`config.mk`:
```
export PLATFORM = sky130hd
export DESIGN_NAME = bob_recovery_ctrl
export DESIGN_NICKNAME = d
export VERILOG_FILES = /design/src/rtl/bob_ctrl_pkg.sv /design/src/rtl/bob_perf_cnt.sv /design/src/rtl/bob_recovery_ctrl.sv
export SDC_FILE = /design/constraint.sdc
export NUM_CORES = 1
export LEC_CHECK = 0
export BUFFER_PORTS_ARGS = -buffer_cell sky130_fd_sc_hd__buf_2
export CAP_MARGIN = 20
export CORE_MARGIN = 2
export CORE_UTILIZATION = 40
export DETAILED_ROUTE_END_ITERATION = 16
export GPL_ROUTABILITY_DRIVEN = 0
export HOLD_SLACK_MARGIN = 0.08
export PLACE_DENSITY = 0.69
export SYNTH_ARGS = -nofsm -noshare
export SYNTH_HDL_FRONTEND = slang
export SYNTH_SLANG_ARGS = --single-unit
```
`constraint.sdc`:
```
create_clock -name clock -period 2.6 [get_ports clock]
set_input_delay 0.26 -clock clock [delete_from_list [all_inputs] [get_ports clock]]
set_output_delay 0.26 -clock clock [all_outputs]
set_load 0.01 [all_outputs]
```
`src/rtl/bob_ctrl_pkg.sv`:
```
// Shared definitions for the branch ordering buffer recovery controller.
// Holds the controller state encoding, the speculative-state field widths
// and the packed layout of one BOB entry as presented at the buffer head.
package bob_ctrl_pkg;

    localparam int PC_W    = 64;
    localparam int BHR_W   = 12;
    localparam int LHIST_W = 10;
    localparam int RASP_W  = 4;

    typedef enum logic [1:0] {
        ST_IDLE    = 2'd0,
        ST_RECOVER = 2'd1,
        ST_DRAIN   = 2'd2
    } state_t;

    // Field order mirrors the BOB storage layout.
    typedef struct packed {
        logic [PC_W-1:0]    pc;
        logic               ch_we;
        logic               ch_dir;
        logic               brdir;
        logic [LHIST_W-1:0] lochist;
        logic [BHR_W-1:0]   bhr;
        logic [RASP_W-1:0]  rasptr;
    } bob_entry_t;

endpackage

```
`src/rtl/bob_perf_cnt.sv`:
```
// 32-bit wrapping event counter used for performance statistics.
// Ports: clock, reset_n (async active-low), inc (count enable),
//        count (current value, wraps from all-ones to zero).
module bob_perf_cnt (
    input  logic        clock,
    input  logic        reset_n,
    input  logic        inc,
    output logic [31:0] count
);

    always_ff @(posedge clock or negedge reset_n) begin
        if (!reset_n) begin
            count <= 32'd0;
        end else if (inc) begin
            count <= count + 32'd1;
        end
    end

endmodule

```
`src/rtl/bob_recovery_ctrl.sv`:
```
// Branch resolution / misprediction recovery controller for the 16-entry BOB.
// Accepts in-order resolutions from execute, pops the BOB head, emits a
// predictor-update pulse, and on a misprediction flushes the BOB, redirects
// fetch, restores speculative history / RAS pointer and stalls fetch.
// Ports:
//   br_*      : resolution handshake and actual outcome from execute
//   bob_*_i   : head entry of the BOB; bob_re_o pops it, bob_flush_o clears it
//   upd_*     : predictor update (one-cycle pulse per resolved branch)
//   redirect_*, restore_*, fetch_stall_o : recovery towards the front end
//   orphan_o  : a resolution arrived while the BOB was empty
//   *_cnt_o   : wrapping performance counters
module bob_recovery_ctrl
    import bob_ctrl_pkg::*;
#(
    parameter int FLUSH_CYCLES = 2,
    parameter int INSN_BYTES   = 4
) (
    input  logic               clock,
    input  logic               reset_n,
    input  logic               br_valid_i,
    output logic               br_ready_o,
    input  logic               br_taken_i,
    input  logic [PC_W-1:0]    br_target_i,
    input  logic               bob_valid_i,
    input  logic [PC_W-1:0]    bob_pc_i,
    input  logic               bob_brdir_i,
    input  logic               bob_ch_we_i,
    input  logic               bob_ch_dir_i,
    input  logic [LHIST_W-1:0] bob_lochist_i,
    input  logic [BHR_W-1:0]   bob_bhr_i,
    input  logic [RASP_W-1:0]  bob_rasptr_i,
    output logic               bob_re_o,
    output logic               bob_flush_o,
    output logic               upd_valid_o,
    output logic [PC_W-1:0]    upd_pc_o,
    output logic               upd_taken_o,
    output logic [LHIST_W-1:0] upd_lochist_o,
    output logic [BHR_W-1:0]   upd_bhr_o,
    output logic               upd_ch_we_o,
    output logic               upd_ch_dir_o,
    output logic               redirect_valid_o,
    output logic [PC_W-1:0]    redirect_pc_o,
    output logic [BHR_W-1:0]   restore_bhr_o,
    output logic [LHIST_W-1:0] restore_lochist_o,
    output logic [RASP_W-1:0]  restore_rasptr_o,
    output logic               fetch_stall_o,
    output logic               orphan_o,
    output logic [31:0]        resolved_cnt_o,
    output logic [31:0]        mispred_cnt_o
);

    // Drain counter is loaded with FLUSH_CYCLES-1 and counts down to zero,
    // giving exactly FLUSH_CYCLES stall cycles in DRAIN.
    localparam logic [3:0] DRAIN_LOAD = 4'(FLUSH_CYCLES - 1);

    state_t     state;
    logic [3:0] drain_cnt;
    bob_entry_t head;
    logic       accept;
    logic       resolve;
    logic       mispredict;

    assign head = {bob_pc_i, bob_ch_we_i, bob_ch_dir_i, bob_brdir_i,
                   bob_lochist_i, bob_bhr_i, bob_rasptr_i};

    // Ready is masked by reset so every output reads 0 while reset is held.
    assign br_ready_o = reset_n && (state == ST_IDLE);
    assign accept     = br_valid_i && br_ready_o;
    assign resolve    = accept && bob_valid_i;
    assign mispredict = resolve && (br_taken_i != head.brdir);
    assign bob_re_o   = resolve;

    always_ff @(posedge clock or negedge reset_n) begin
        if (!reset_n) begin
            state             <= ST_IDLE;
            drain_cnt         <= 4'd0;
            bob_flush_o       <= 1'b0;
            upd_valid_o       <= 1'b0;
            upd_pc_o          <= '0;
            upd_taken_o       <= 1'b0;
            upd_lochist_o     <= '0;
            upd_bhr_o         <= '0;
            upd_ch_we_o       <= 1'b0;
            upd_ch_dir_o      <= 1'b0;
            redirect_valid_o  <= 1'b0;
            redirect_pc_o     <= '0;
            restore_bhr_o     <= '0;
            restore_lochist_o <= '0;
            restore_rasptr_o  <= '0;
            fetch_stall_o     <= 1'b0;
            orphan_o          <= 1'b0;
        end else begin
            upd_valid_o      <= 1'b0;
            redirect_valid_o <= 1'b0;
            bob_flush_o      <= 1'b0;
            orphan_o         <= 1'b0;
            fetch_stall_o    <= 1'b0;
            case (state)
                ST_IDLE: begin
                    if (accept && !bob_valid_i) begin
                        orphan_o <= 1'b1;
                    end
                    if (resolve) begin
                        upd_valid_o   <= 1'b1;
                        upd_pc_o      <= head.pc;
                        upd_taken_o   <= br_taken_i;
                        upd_lochist_o <= head.lochist;
                        upd_bhr_o     <= head.bhr;
                        upd_ch_we_o   <= head.ch_we;
                        upd_ch_dir_o  <= head.ch_dir;
                    end
                    // Recovery outputs are registered on the accept edge so
                    // they are valid during the single RECOVER cycle.
                    if (mispredict) begin
                        state             <= ST_RECOVER;
                        redirect_valid_o  <= 1'b1;
                        bob_flush_o       <= 1'b1;
                        fetch_stall_o     <= 1'b1;
                        redirect_pc_o     <= br_taken_i ? br_target_i
                                                        : head.pc + 64'(INSN_BYTES);
                        restore_bhr_o     <= {head.bhr[BHR_W-2:0], br_taken_i};
                        restore_lochist_o <= {head.lochist[LHIST_W-2:0], br_taken_i};
                        restore_rasptr_o  <= head.rasptr;
                    end
                end
                ST_RECOVER: begin
                    if (FLUSH_CYCLES > 0) begin
                        state         <= ST_DRAIN;
                        drain_cnt     <= DRAIN_LOAD;
                        fetch_stall_o <= 1'b1;
                    end else begin
                        state <= ST_IDLE;
                    end
                end
                ST_DRAIN: begin
                    if (drain_cnt == 4'd0) begin
                        state <= ST_IDLE;
                    end else begin
                        drain_cnt     <= drain_cnt - 4'd1;
                        fetch_stall_o <= 1'b1;
                    end
                end
                default: begin
                    state <= ST_IDLE;
                end
            endcase
        end
    end

    bob_perf_cnt u_resolved_cnt (
        .clock   (clock),
        .reset_n (reset_n),
        .inc     (resolve),
        .count   (resolved_cnt_o)
    );

    bob_perf_cnt u_mispred_cnt (
        .clock   (clock),
        .reset_n (reset_n),
        .inc     (mispredict),
        .count   (mispred_cnt_o)
    );

endmodule
```
## Word level (Yosys, flattened, before mapping)

Cells that the tools add are included.

- $add $sub $neg: 4
- Equal/unequal tests: 6
- Muxes and demuxes: 14
- Reductions and logical operators: 13

Operator list:

| cell | number |
|---|---|
| $add A32 B1 Y32 const B | 2 |
| $add A64 B3 Y64 const B | 1 |
| $mux W64 | 1 |
| $pmux W4 S2 | 1 |
| $reduce_and A2 Y1 | 4 |
| $mux W1 | 7 |
| $ne A2 B2 Y1 const B | 3 |
| $pmux W2 S3 | 1 |
| $logic_and A1 B1 Y1 | 5 |
| $logic_not A4 Y1 | 1 |
| $mux W2 | 2 |
| $mux W4 | 1 |
| $sub A4 B1 Y4 const B | 1 |
| $pmux W1 S3 | 1 |
| $eq A2 B1 Y1 const B | 1 |
| $eq A2 B2 Y1 const B | 1 |
| $logic_not A2 Y1 | 1 |
| $reduce_bool A2 Y1 | 1 |
| $logic_not A1 Y1 | 1 |
| $ne A1 B1 Y1 | 1 |

- Register bits after elaboration: 253
- Input bits: 162
- Output and inout port bits: 250
- Word-level logic and storage cells: 55

## Logic depth before layout (Yosys ltp)

- Word-level depth: 7
- Gate-level depth with buffers: 9
- Gate-level depth less buffers: 8

## Hierarchy

A second synthesis with hierarchy kept.

- Cell total of the unflattened synthesis: 1,185
- Area total of the unflattened synthesis: 12,269.3 µm²

By module, submodules not included:

| module | times used | cells an instance | area an instance (µm²) | seq. area each (µm²) |
|---|---|---|---|---|
| bob_recovery_ctrl | 1 | 939 | 9,371.5 | 4,704.5 |
| bob_perf_cnt | 2 | 123 | 1,448.9 | 800.8 |

## Least setup slack after synthesis

No wires, ideal clock.

- Kind: register -> register
- From: register state[0]
- To: register u_mispred_cnt.count[31]
- Setup time: 0.124 ns
- Arrival: 1.967 ns
- Required time: 2.476 ns
- Setup slack: 0.508 ns
- Stages on the path, launching flop included: 8
- Buffers on the path: 1
- Clock period less this slack: 2.092 ns
- Cells stage by stage: dfrtp_1 -> and4bb_2 -> nand2_1 -> nor3_2 -> and3_1 -> buf_2 -> or3b_1 -> xnor2_1

- Cells in the longest elaborated chain, start to end: 5

Ends and longest elaborated chain:

| what | RTL line | RTL |
|---|---|---|
| start, declared | bob_recovery_ctrl.sv:56 | `state_t state;` |
| start signal, assigned | bob_recovery_ctrl.sv:75 | `state <= ST_IDLE;` |
| start signal, assigned | bob_recovery_ctrl.sv:115 | `state <= ST_RECOVER;` |
| start signal, assigned | bob_recovery_ctrl.sv:128 | `state <= ST_DRAIN;` |
| $logic_not A2 Y1 | bob_recovery_ctrl.sv:67 | `assign br_ready_o = reset_n && (state == ST_IDLE);` |
| $logic_and A1 B1 Y1 | bob_recovery_ctrl.sv:67 |  |
| $logic_and A1 B1 Y1 | bob_recovery_ctrl.sv:68 | `assign accept = br_valid_i && br_ready_o;` |
| $logic_and A1 B1 Y1 | bob_recovery_ctrl.sv:69 | `assign resolve = accept && bob_valid_i;` |
| $logic_and A1 B1 Y1 | bob_recovery_ctrl.sv:70 | `assign mispredict = resolve && (br_taken_i != head.brdir);` |
| end signal, assigned | bob_perf_cnt.sv:15 | `count <= count + 32'd1;` |
| end, declared | bob_perf_cnt.sv:8 | `output logic [31:0] count` |

No other way between the ends.
A chain may end at the register's enable or synchronous reset.

## Final worst setup path

- From: register state[0]
- To: output bob_re_o

- Cells in the longest elaborated chain, start to end: 4

Ends and longest elaborated chain:

| what | RTL line | RTL |
|---|---|---|
| $logic_not A2 Y1 | bob_recovery_ctrl.sv:67 |  |
| $logic_and A1 B1 Y1 | bob_recovery_ctrl.sv:67 |  |
| $logic_and A1 B1 Y1 | bob_recovery_ctrl.sv:68 |  |
| $logic_and A1 B1 Y1 | bob_recovery_ctrl.sv:69 |  |
| end, declared | bob_recovery_ctrl.sv:32 | `output logic bob_re_o,` |

No other way between the ends.

==> load_flow_metrics.sql <==
INSERT INTO impl_metrics (metric_group, metric, value, unit) VALUES
('worst_setup_path', 'crit_fanout', '96', ''),
('clocking', 'cts_resized', '0', ''),
('yosys', 'yosys_most_used_dff', 'sky130_fd_sc_hd__dfrtp_1', ''),
('worst_setup_path', 'rrSetupSlack', '0.42', 'ns'),
('floorplanning', 'rows', '62', ''),
('worst_setup_path', 'cp-startpoint', 'state[0]$_DFFE_PN0P_', ''),
('cells_and_area', 'final-instance-count-excl-fill', '2241', ''),
('cells_and_area', 'nNetsFinal', '2002', ''),
('cells_and_area', 'layout-drive-gt1-share', '26.7', '%'),
('grt', 'first_global_vias', '11500', ''),
('yosys', 'postSynthRegisterBits', '252', ''),
('yosys', 'synthesis.nets', '1458', ''),
('worst_setup_path', 'reg2reg_to', 'redirect_pc_o[19]$_DFFE_PN0P_', ''),
('worst_setup_path', 'endpoint', 'bob_re_o', ''),
('route', 'finalWirelength', '39900', 'µm'),
('clocking', 'ctsHoldBuffers', '143', ''),
('grt', 'globalRoute.totalOverflow', '0', ''),
('route', 'route.vias.total', '11600', ''),
('floorplanning', 'core_region_area', '28700', 'µm²'),
('yosys', 'synth_warnings', '0', ''),
('timing', 'finalHoldViolations', '0', ''),
('grt', 'grt_max_degree', '154', ''),
('worst_setup_path', 'ff2ff_path_depth', '6', ''),
('timing', 'fmaxAchievable', '416', 'MHz'),
('cells_and_area', 'layout-area-overhead-vs-synth', '41.2', '%'),
('clocking', 'numCtsBuffers', '27', ''),
('grt', 'global_route.usage.total', '25.5', '%'),
('worst_setup_path', 'worstSetupStartpointType', 'register', ''),
('timing', 'slew_violations', '0', ''),
('yosys', 'async_s_r_ff_share_synth', '100', '%'),
('timing', 'grt_setup_unrepaired', 'false', ''),
('grt', 'grt_first_pass_wirelength', '62800', 'µm'),
('floorplanning', 'die-area', '30600', 'µm²'),
('worst_setup_path', 'worst-endpoint-arrival', '2.14', 'ns'),
('route', 'post_drt_via_cell_ratio', '5.18', ''),
('run_status', 'run_status', 'finished, final reports clean', ''),
('floorplanning', 'die_h', '175', 'µm'),
('power_and_ir_drop', 'pwr_density_cell', '845', 'nW/µm²'),
('yosys', 'synth_sequential_area_ratio', '54.0', '%'),
('worst_setup_path', 'r2r_start', 'state[0]$_DFFE_PN0P_', ''),
('placement', 'port_buffers', '411', ''),
('clocking', 'insertion_delay', '0.53', 'ns'),
('clocking', 'cts.sinks', '252', ''),
('worst_setup_path', 'critical_path_class', 'reg2out', ''),
('clocking', 'post_cts.repair.setup_buffers', '0', ''),
('timing', 'setup_tns', '0', 'ns'),
('floorplanning', 'floorplan.die.width', '175', 'µm'),
('route', 'drt-initial-drc-count', '697', ''),
('timing', 'finalClockSkew', '0.0132', 'ns'),
('floorplanning', 'boundaryPins', '412', ''),
('floorplanning', 'floorplan.initialDensity', '40.7', '%'),
('yosys', 'synthesis.area_per_instance', '9.05', 'µm²'),
('route', 'drt_drc_violations_left', '0', ''),
('clocking', 'tritoncts', 'built', ''),
('route', 'detail-route-antenna-nets', '0', ''),
('timing', 'setup_viol', '0', ''),
('yosys', 'synth-edff-count', '0', ''),
('timing', 'slew_headroom', '39.1', '%'),
('yosys', 'synth.lib_cells_used.distinct', '52', ''),
('power_and_ir_drop', 'power.static_leakage', '8.50', 'nW'),
('worst_setup_path', 'timing.critical_path.required', '2.34', 'ns'),
('timing', 'tightestPinTransition', '0.914', 'ns'),
('cells_and_area', 'multiInputGateArea', '5060', 'µm²'),
('worst_setup_path', 'timing.critical_path.to_type', 'output pin', ''),
('placement', 'dp.cells', '2048', ''),
('route', 'firstDrtPassIters', '5', ''),
('route', 'wl_per_cell', '17.8', 'µm'),
('clocking', 'cts-htree-levels', '1', ''),
('timing', 'post-route-min-period', '2.40', 'ns'),
('power_and_ir_drop', 'power.ir.vdd_worst', '0.534', 'mV'),
('yosys', 'post_synth_inst_count', '1292', ''),
('timing', 'finalCritPeriodShare', '92.4', '%'),
('clocking', 'ctsRootBufferMaster', 'sky130_fd_sc_hd__clkbuf_16', ''),
('clocking', 'clockBufferDepth', '3', ''),
('min_path', 'min-delay-path-class', 'in2reg', ''),
('yosys', 'netlist_area', '11700', 'µm²'),
('cells_and_area', 'num-fill-cells', '2461', ''),
('flow_run', 'drv.max_cap_violation_count', '0', ''),
('placement', 'dp.final_hpwl', '27200', 'µm'),
('clocking', 'clk_pin_slew', '0.06', 'ns'),
('cells_and_area', 'area_occupied_by_registers', '6310', 'µm²'),
('grt', 'antenna_violations_before_repair', '4', '');
final cells by class:
class | instances | share of cell area (%)
Sequential cell | 252 | 38.2
Multi-Input combinational cell | 957 | 30.7
Timing Repair Buffer | 579 | 22.7
Clock buffer | 38 | 4.46
Tap cell | 384 | 2.91
Clock inverter | 7 | 0.515
Inverter | 19 | 0.440
Antenna cell | 5 | 0.0758
logic make-up after synthesis:
family          count (synthesis)  synth area share, %
flops                         252                 54.0
fa+ha+maj                       4                0.428
simple gates                  688                 26.6
xor+xnor                      118                 8.84
compound gates                138                 6.56
mux                             9                0.782
buf+inv                        83                 2.86
per-stage QoR:
stage | hold WS [ns] | power [mW] | worst slack, ns | instance area, µm² | utilization [%]
2_1_floorplan | -0.0356 | 7.89 | 0.508 | 11700 | -
3_3_place_gp | 0.380 | 9.94 | 0.428 | 14200 | 49.6
3_5_place_dp | 0.380 | 10.1 | 0.388 | 14200 | 49.6
4_1_cts | 0.0802 | 14.0 | 0.127 | 16500 | 57.5
5_1_grt | 0.0976 | 14.7 | 0.0867 | 16500 | 57.5
6_report | 0.101 | 13.9 | 0.199 | 16500 | 57.5
power breakdown:
part           switching, mW  total [mW]  internal (mW)
Sequential             0.781        5.97           5.18
Clock                   1.55        3.70           2.15
Combinational           2.49        4.28           1.78
Total                   4.82        13.9           9.12
worst max-delay path, stage by stage, from the launching register on:
cell	delay [ns]
sky130_fd_sc_hd__dfrtp_1	0.42
sky130_fd_sc_hd__and4bb_2	0.39
sky130_fd_sc_hd__nand2_4	0.10
sky130_fd_sc_hd__clkinv_2	0.09
sky130_fd_sc_hd__buf_12	0.28
sky130_fd_sc_hd__buf_2	0.23
cells in the mapped netlist (all sizes together) (3+ instances only):
cell	instances	area share (%)
and4	7	0.52
nand3	55	2.4
xor2	33	2.5
dfrtp	252	54
xnor2	85	6.4
a21oi	55	2.4
and3	35	1.9
nand2	422	14
nor4	14	1.2
inv	18	0.58
nor2	74	2.4
clkbuf	42	1.4
o21ai	48	2.1
ha	4	0.43
nand3b	5	0.32
mux2i	8	0.69
nand4	29	1.8
and2	3	0.16
o22ai	17	0.91
o31a	3	0.22
nor3	25	1.2
nand2b	9	0.48
buf	22	0.88
worst min-delay path by stage:
stage | from | slack (ns) | endpoint | depth (start not counted)
after CTS | br_target_i[25] | 0.08 | redirect_pc_o[25]$_DFFE_PN0P_ | 4
final | br_taken_i | 0.10 | redirect_pc_o[0]$_DFFE_PN0P_ | 3
after global placement | reset_n | 0.38 | drain_cnt[3]$_DFFE_PN0P_ | 2
after detailed placement | reset_n | 0.38 | u_mispred_cnt.count[3]$_DFFE_PN0P_ | 2
after global routing | br_target_i[43] | 0.1 | redirect_pc_o[43]$_DFFE_PN0P_ | 4
after floorplan | reset_n | -0.04 | drain_cnt[0]$_DFFE_PN0P_ | 0
layer usage:
layer / part of all wire [%] / vias up / wire length (µm) / track usage [%]
met2: 48 / 546 / 19000 / 42.1
met1: 40 / 5563 / 16100 / 32.9
met3: 7.7 / 116 / 3060 / 4.79
met5: 0 / - / 0 / 0
met4: 4.3 / 0 / 1710 / 10.5
li1: - / 5373 / - / -
layout by cell type, fill, tap and decap left out, drive strengths merged, types with 5 or more instances in the layout:
| cell | count |
|---|---|
| and4 | 7 |
| mux2i | 8 |
| nor2 | 74 |
| and3 | 35 |
| nand3b | 5 |
| inv | 18 |
| nand2 | 422 |
| o22ai | 17 |
| a21oi | 55 |
| buf | 436 |
| diode | 5 |
| xnor2 | 85 |
| clkbuf | 38 |
| nand2b | 9 |
| nand3 | 55 |
| nor4 | 14 |
| dlygate4sd3 | 143 |
| nand4 | 29 |
| clkinv | 6 |
| nor3 | 25 |
| o21ai | 48 |
| xor2 | 33 |
| dfrtp | 252 |
flip-flops by register name (all words and copies together) (netlist names), 2 cells and up:
signal,flops
drain_cnt,4
redirect_pc_o,64
restore_bhr_o,12
restore_lochist_o,9
restore_rasptr_o,4
state,2
u_mispred_cnt.count,32
u_resolved_cnt.count,32
upd_bhr_o,12
upd_lochist_o,10
upd_pc_o,64
Power figures use the tool's default switching activity.
